File: config.mk
export PLATFORM = sky130hd
export DESIGN_NAME = regfile_scb
export DESIGN_NICKNAME = d
export VERILOG_FILES = /design/src/rtl/regfile_pkg.sv /design/src/rtl/regfile_scoreboard.sv /design/src/rtl/regfile_scb.sv
export SDC_FILE = /design/constraint.sdc
export NUM_CORES = 2
export LEC_CHECK = 0
export CORE_MARGIN = 2
export CORE_UTILIZATION = 41
export CTS_CLUSTER_SIZE = 8
export DETAILED_ROUTE_END_ITERATION = 6
export GPL_TIMING_DRIVEN = 0
export PLACE_DENSITY = 0.6
export RECOVER_POWER = 100
export REMOVE_ABC_BUFFERS = 1
export SETUP_SLACK_MARGIN = 0.4
export SLEW_MARGIN = 20
export SYNTH_ARGS = -nofsm -noshare
export SYNTH_HDL_FRONTEND = slang
export SYNTH_HIERARCHICAL = 1
export SYNTH_SLANG_ARGS = --single-unit
File: constraint.sdc
create_clock -name clk -period 5.7 [get_ports clk]
set_input_delay 0.57 -clock clk [delete_from_list [all_inputs] [get_ports clk]]
set_output_delay 0.57 -clock clk [all_outputs]
set_load 0.005 [all_outputs]
File: src/rtl/regfile_pkg.sv
// Shared defaults, sweep FSM state type and depth helper for the scoreboarded register file.
package regfile_pkg;

   localparam int DATA_W_DEF = 32;
   localparam int REG_W_DEF  = 5;
   localparam int NREGS_DEF  = 2**REG_W_DEF;

   typedef enum logic {
      INIT = 1'b0,
      RUN  = 1'b1
   } rf_state_e;

   function automatic int nregs(input int reg_w);
      return 2**reg_w;
   endfunction

endpackage

File: src/rtl/regfile_scoreboard.sv
// Pending-write scoreboard: one bit per register, set on issue, cleared by writeback.
// REGFILE_BYPASS_EN lets same-cycle clearing writes hide the pending bit from stall and busy.
module regfile_scoreboard
   import regfile_pkg::*;
#(
   parameter int REG_W  = REG_W_DEF,
   parameter int NUM_RD = 2,
   parameter int NUM_WR = 2
) (
   input  logic                    clk,
   input  logic                    reset,
   input  logic                    run,
   input  logic                    iss_valid,
   input  logic [REG_W-1:0]        iss_rd,
   input  logic [NUM_WR-1:0]       wr_en,
   input  logic [NUM_WR*REG_W-1:0] wr_addr,
   input  logic [NUM_RD*REG_W-1:0] rd_addr,
   output logic                    iss_stall,
   output logic [NUM_RD-1:0]       rd_busy
);

   localparam int NREGS = nregs(REG_W);

   logic [NREGS-1:0] pending;
   logic [NREGS-1:0] clr;
   logic [NREGS-1:0] set_v;
   logic [NREGS-1:0] pend_eff;

   always_comb begin
      clr       = '0;
      set_v     = '0;
      rd_busy   = '0;
      iss_stall = 1'b0;
      for (int j = 0; j < NUM_WR; j++) begin
         if (run && wr_en[j]) clr[wr_addr[j*REG_W +: REG_W]] = 1'b1;
      end
`ifdef REGFILE_BYPASS_EN
      pend_eff = pending & ~clr;
`else
      pend_eff = pending;
`endif
      iss_stall = run && iss_valid && pend_eff[iss_rd];
      if (run && iss_valid && !iss_stall && (iss_rd != '0)) set_v[iss_rd] = 1'b1;
      for (int k = 0; k < NUM_RD; k++) begin
         rd_busy[k] = run && (rd_addr[k*REG_W +: REG_W] != '0)
                      && pend_eff[rd_addr[k*REG_W +: REG_W]];
      end
   end

   // Set is applied after clear so a same-cycle issue wins over writeback.
   always_ff @(posedge clk) begin
      if (reset || !run) begin
         pending <= '0;
      end else begin
         pending    <= (pending & ~clr) | set_v;
         pending[0] <= 1'b0;
      end
   end

endmodule

File: src/rtl/regfile_scb.sv
// Multi-port register file with post-reset clearing sweep and pending-write scoreboard.
// Optional REGFILE_BYPASS_EN: same-cycle write-to-read forwarding.
module regfile_scb
   import regfile_pkg::*;
#(
   parameter int DATA_W = DATA_W_DEF,
   parameter int REG_W  = REG_W_DEF,
   parameter int NUM_RD = 2,
   parameter int NUM_WR = 2
) (
   input  logic                     clk,
   input  logic                     reset,
   output logic                     ready,
   input  logic [NUM_RD*REG_W-1:0]  rd_addr,
   output logic [NUM_RD*DATA_W-1:0] rd_data,
   output logic [NUM_RD-1:0]        rd_busy,
   input  logic [NUM_WR-1:0]        wr_en,
   input  logic [NUM_WR*REG_W-1:0]  wr_addr,
   input  logic [NUM_WR*DATA_W-1:0] wr_data,
   input  logic                     iss_valid,
   input  logic [REG_W-1:0]         iss_rd,
   output logic                     iss_stall
);

   // state | meaning
   // INIT  | sweep clears mem[ptr] each cycle; ports ignored, outputs zero
   // RUN   | normal operation, ready=1

   localparam int NREGS = nregs(REG_W);

   logic [DATA_W-1:0] mem [NREGS];
   rf_state_e         state, state_nx;
   logic [REG_W-1:0]  ptr, ptr_nx;
   logic              run;

   assign run   = (state == RUN);
   assign ready = run;

   always_ff @(posedge clk) begin
      if (reset) begin
         state <= INIT;
         ptr   <= '0;
      end else begin
         state <= state_nx;
         ptr   <= ptr_nx;
      end
   end

   always_comb begin
      state_nx = state;
      ptr_nx   = ptr;
      case (state)
         INIT: begin
            ptr_nx = ptr + 1'b1;
            if (ptr == {REG_W{1'b1}}) state_nx = RUN;
         end
         RUN: ;
         default: state_nx = INIT;
      endcase
   end

   // Later ports overwrite earlier ones, giving the highest index priority.
   always_ff @(posedge clk) begin
      if (!reset) begin
         if (state == INIT) begin
            mem[ptr] <= '0;
         end else begin
            for (int j = 0; j < NUM_WR; j++) begin
               if (wr_en[j] && (wr_addr[j*REG_W +: REG_W] != '0))
                  mem[wr_addr[j*REG_W +: REG_W]] <= wr_data[j*DATA_W +: DATA_W];
            end
         end
      end
   end

   always_comb begin
      rd_data = '0;
      for (int k = 0; k < NUM_RD; k++) begin
         if (run && (rd_addr[k*REG_W +: REG_W] != '0)) begin
            rd_data[k*DATA_W +: DATA_W] = mem[rd_addr[k*REG_W +: REG_W]];
`ifdef REGFILE_BYPASS_EN
            for (int j = 0; j < NUM_WR; j++) begin
               if (wr_en[j] && (wr_addr[j*REG_W +: REG_W] == rd_addr[k*REG_W +: REG_W]))
                  rd_data[k*DATA_W +: DATA_W] = wr_data[j*DATA_W +: DATA_W];
            end
`endif
         end
      end
   end

   regfile_scoreboard #(
      .REG_W  (REG_W),
      .NUM_RD (NUM_RD),
      .NUM_WR (NUM_WR)
   ) u_scoreboard (
      .clk       (clk),
      .reset     (reset),
      .run       (run),
      .iss_valid (iss_valid),
      .iss_rd    (iss_rd),
      .wr_en     (wr_en),
      .wr_addr   (wr_addr),
      .rd_addr   (rd_addr),
      .iss_stall (iss_stall),
      .rd_busy   (rd_busy)
   );

endmodule

# Word level (Yosys, flattened, before mapping)
# Memory sizes are Yosys's and may differ from the RTL's.
# Cells that the tools add are included.
# word_totals
input_bits,94
memories,1
elab_cells,76
out_inout_bits,68
ramBits,1024
ff_bits,38
# op_classes
muxes,33
bitwise,4
reduce_logical,24
order_cmp,8
n_addsub,1
n_eq_ne,1
# memory_table
name,words,word_bits,rd,rd_clocked_by_memory_dff,wr,line,source
mem,32,32,2,0,2,regfile_scb.sv:31,logic [DATA_W-1:0] mem [NREGS];
# ops
cell,count
$mux 32,6
$or 32x32->32,2
$and 32x32->32,1
$not 32->32,1
$reduce_or 32->1,1
$lt 5x6->1 const B,5
$reduce_bool 5->1,5
$mux 1,20
$bmux 1 s5,3
$demux 1 s5,3
$ge 5x1->1 const B,3
$logic_and 1x1->1,15
$add 5x1->5 const B,1
$eq 5x5->1 const B,1
$mux 5,1
$logic_not 1->1,2
$logic_or 1x1->1,1

# Depth between registers and ports, before layout
# logic_depth
depth_word,10
ltp_mapped,8
mapped_depth_nobuf,5

# Modules after synthesis
# The synthesis kept the hierarchy.
# modules_own_cells
mod,cells_each,instances,seq_area_each_um2,area_each_um2
regfile_scb,5421,1,30869.6,59211.8
regfile_scoreboard,303,1,620.6,2690.1

# Worst setup path before layout
# No wires, ideal clock.
# synth_timing
kind,input to register
from,input port wr_addr[3]
to,"memory mem[15][0] in the netlist's numbering, enable pin"
setup_slack_ps,1252
cell_stages,6
required_ps,5230
setup_ps,470
n_path_buf,2
t_arrival_ps,3979
path_cell_list,nor2_1 a21oi_2 buf_6 buf_6 o32a_1 o31ai_1
# synth_lines
element,line,source
start: declaration,regfile_scb.sv:18,"input logic [NUM_WR*REG_W-1:0] wr_addr,"
end: declaration,regfile_scb.sv:31,

# Worst setup path after layout
# layout_timing
from,input port rd_addr[6]
to,output port rd_data[37]
# layout_between
elab_chain_cells,3
word_cells_on_any_way,4
cone_classes,mux: 1; reduce/logical: 2; memory: 1
# layout_rtl
element,line,source
start: declaration,regfile_scb.sv:14,"input logic [NUM_RD*REG_W-1:0] rd_addr,"
branches (longest 2 deep; another with $mem_v2 32x32),-,
$mux 32 *,regfile_scb.sv:79,if (run && (rd_addr[k*REG_W +: REG_W] != '0)) begin
end: declaration,regfile_scb.sv:15,"output logic [NUM_RD*DATA_W-1:0] rd_data,"
# Every way passes the cells marked *.

==> impl_metrics.yaml <==
status:
  status: "finished with violations"
  violations: "design-rule violations, max-capacitance violations, max-slew violations"
setup_path:
  cpPeakStageDelay_ps: 1180
  crit_chain: "buf_8 > clkbuf_4 > buf_16 > buf_16 > nor2_2 > buf_12 > nand3_1 > nand4_1 > clkdlybuf4s50_1"
  crit_fanout: 63
  critical_path_required_ps: 5130
  cpMostUsedCell: "buf_16"
  reg2reg_depth: 7
  cp_slowest_cell: "nor2_2"
  critical_path_class: "in2out"
  reg2reg_from: "ready$_SDFF_PP0_"
  cp.arrival_ps: 4670
  r2r-end: "mem[29][15]$_DFFE_PP_"
  cp-end-kind: "output pin"
  cp-start-kind: "input port"
  rrSetupSlack_ps: 530
logic_synthesis:
  synth_top_area_share: 0.4967
  synth_top_cell_by_area: "edfxtp_1"
  ys_ff_latch: 1061
  async_flop_share: 0
  synth_most_common_cell: "nand2_1"
  synth_edf_count: 1024
  syn_inst: 5724
  synthTopCellsByCount: "1,182 x nand2_1, 1,024 x edfxtp_1, 1,005 x o21ai_0"
  synth_ff_type: "edfxtp_1"
  yosys_warnings: 6
  synthTopCellsByArea: "edfxtp_1 50%, mux4_2 9.9%, mux2i_1 8.6%"
  syn_area_mm2: 0.06190
  ys_seq_area_frac: 0.5087
  syn_area_per_cell_um2: 10.81
  ys_types: 72
clocking:
  root_buffer: "clkbuf_16"
  cts_buffer_depth: 3
  cts_tree: "done"
  cts_resized: 0
  htree_num_levels: 4
  clkSlewWorstSetupHoldPaths_ps: 50
  cts.sinks: 1061
  cts_hold_buf: 0
  insertion_delay_ps: 800
  cts_inserted_buffers: 150
  post_cts_buffers: 0
placed_design:
  dp_hpwl_um: 168900
  port_buffers: 161
  routabilityCongestion: 0.8353
global_route:
  grt_max_degree: 74
  first_global_vias: 47578
  track_usage: 0.3021
  grt_pass1_wl_um: 333900
  antenna_found_initial: 5
  overflow: 0
pwr:
  p_comb_frac: 0.068
  worst_ir_drop_vdd_mv: 0.2927
  seq_power_share: 0.477
  total_power_mw: 17.87
  p_sw_frac: 0.2354
  p_leak_nw: 22.92
  p_sw_mw: 4.207
  power.density_mw_per_mm2: 250.8
  p_int_mw: 13.66
  pwr-share-clk: 0.455
sta:
  period_share: 0.9190
  max_freq_ghz: 0.1909
  slew_headroom: -0.6478
  worst_slew_pin_slew_ps: 2453
  final_max_slew_viol_count: 486
  fin_crit_ps: 5238
  hold_viol: 0
  setup_viol: 0
  setup_tns_ps: 0
  whs_ps: 408.7
  rsz0062_at_grt: "no"
  skew_ps: 29.05
layout:
  fin_nets: 5834
  drive_above_1_share: 0.1409
  num-fill-cells: 13373
  syn2layout_area_growth_pct: 15.12
worst_hold_path:
  hold_end: "mem[4][14]$_DFFE_PP_"
  hold_path_depth: 3
  worstHoldStart: "wr_data[46]"
  hold_class: "in2reg"
die:
  initial_utilization: 0.4128
  die_h_um: 392.6
  rows: 142
  fp.dieW_um: 392.6
  core-area_mm2: 0.1500
  dieArea_mm2: 0.1541
  num_io_pins: 162
route:
  wire_per_inst_um: 30.28
  post_drt_via_cell_ratio: 6.436
  ant_nets: 0
  post-route-drc-count: 2
  wirelength_um: 235600
  num_vias: 50082
  firstDrtPassIters: 7
  drtIter0Drc: 7302
run:
  maxCapViolCount: 45
-- placed cells by master, fill, tap and decap left out, drive strengths merged, types with 29 or more instances in the layout --
cell type	count
a21oi	102
nand2	1183
clkdlybuf4s50	86
dfxtp	37
dlygate4sd3	39
a22oi	175
inv	52
clkbuf	269
a22o	55
o21ai	1007
mux2i	530
nor3	29
nand4	72
nor2	30
buf	314
nand3	186
a31oi	64
o2111ai	29
mux4	272
edfxtp	1024
-- sequential cells by signal (all words and copies together), names as in the netlist --
name / flops
mem: 1024
ptr: 5
ready: 1
u_scoreboard/pend_eff: 31
-- metal layers --
metal / share of wire / GRT usage / wire (um)
met4: 0.064 / 0.1785 / 15180
met5: 0.000051 / 0 / 12
met3: 0.12 / 0.06764 / 28130
met1: 0.37 / 0.3929 / 86920
met2: 0.45 / 0.4629 / 105400
-- stage by stage --
| stage | area [um^2] | instances | util | setup slack [ps] |
|---|---|---|---|---|
| finish | 71260 | 7782 | 0.4752 | 461.6 |
| global route | 71250 | 7778 | 0.4752 | 464.1 |
| detailed placement | 69050 | 7601 | 0.4605 | 995.9 |
| global placement | 62990 | 7217 | 0.4200 | -26460 |
| floorplan | 58850 | 5040 | - | -1212 |
| CTS | 73090 | 7777 | 0.4874 | 993.7 |
-- critical path, delay by kind of cell --
family                 cells  cell delay (ps)
buffers and inverters      6             2320
AND/OR/NAND/NOR            3             1530
-- power by group through the flow --
stage,sequential [mW],clock [mW],combinational (mW)
final,8.52,8.13,1.22
after global routing,8.52,8.47,1.25
after CTS,8.52,8.17,1.24
after detailed placement,8.67,0,1.24
after global placement,8.67,0,1.55
after floorplan,8.66,0,0.427
-- cell families after synthesis --
family / share of synthesized area
adders and majority gates: 0.0004042
DFF: 0.5087
xor gates and xnor gates: 0.0004245
muxes: 0.1850
AOI/OAI and AO/OA: 0.1416
buffers and inverters: 0.05195
and+or+nand+nor: 0.1119
-- worst max path at each step --
stage / from / endpoint / cells past startpoint
6_report: rd_addr[6] / rd_data[37] / 9
5_1_grt: ready$_SDFF_PP0_ / rd_data[15] / 7
4_1_cts: rd_addr[5] / rd_data[37] / 10
3_5_place_dp: rd_addr[5] / rd_data[32] / 10
3_3_place_gp: rd_addr[1] / rd_data[9] / 6
2_1_floorplan: ready$_SDFF_PP0_ / mem[6][0]$_DFFE_PP_ / 3
-- layout make-up --
cell class | instances | area, um^2 | share of cell area
sequential | 1061 | 31490 | 0.4419
inverter | 44 | 165.2 | 0.002318
clock buffer | 162 | 3820 | 0.05360
timing repair buffer | 546 | 5567 | 0.07811
tap | 2016 | 2522 | 0.03540
antenna | 4 | 10.01 | 0.0001405
clock inverter | 14 | 217.7 | 0.003055
multi-input combinational | 3935 | 27470 | 0.3855
Power figures use the tool's default switching activity.
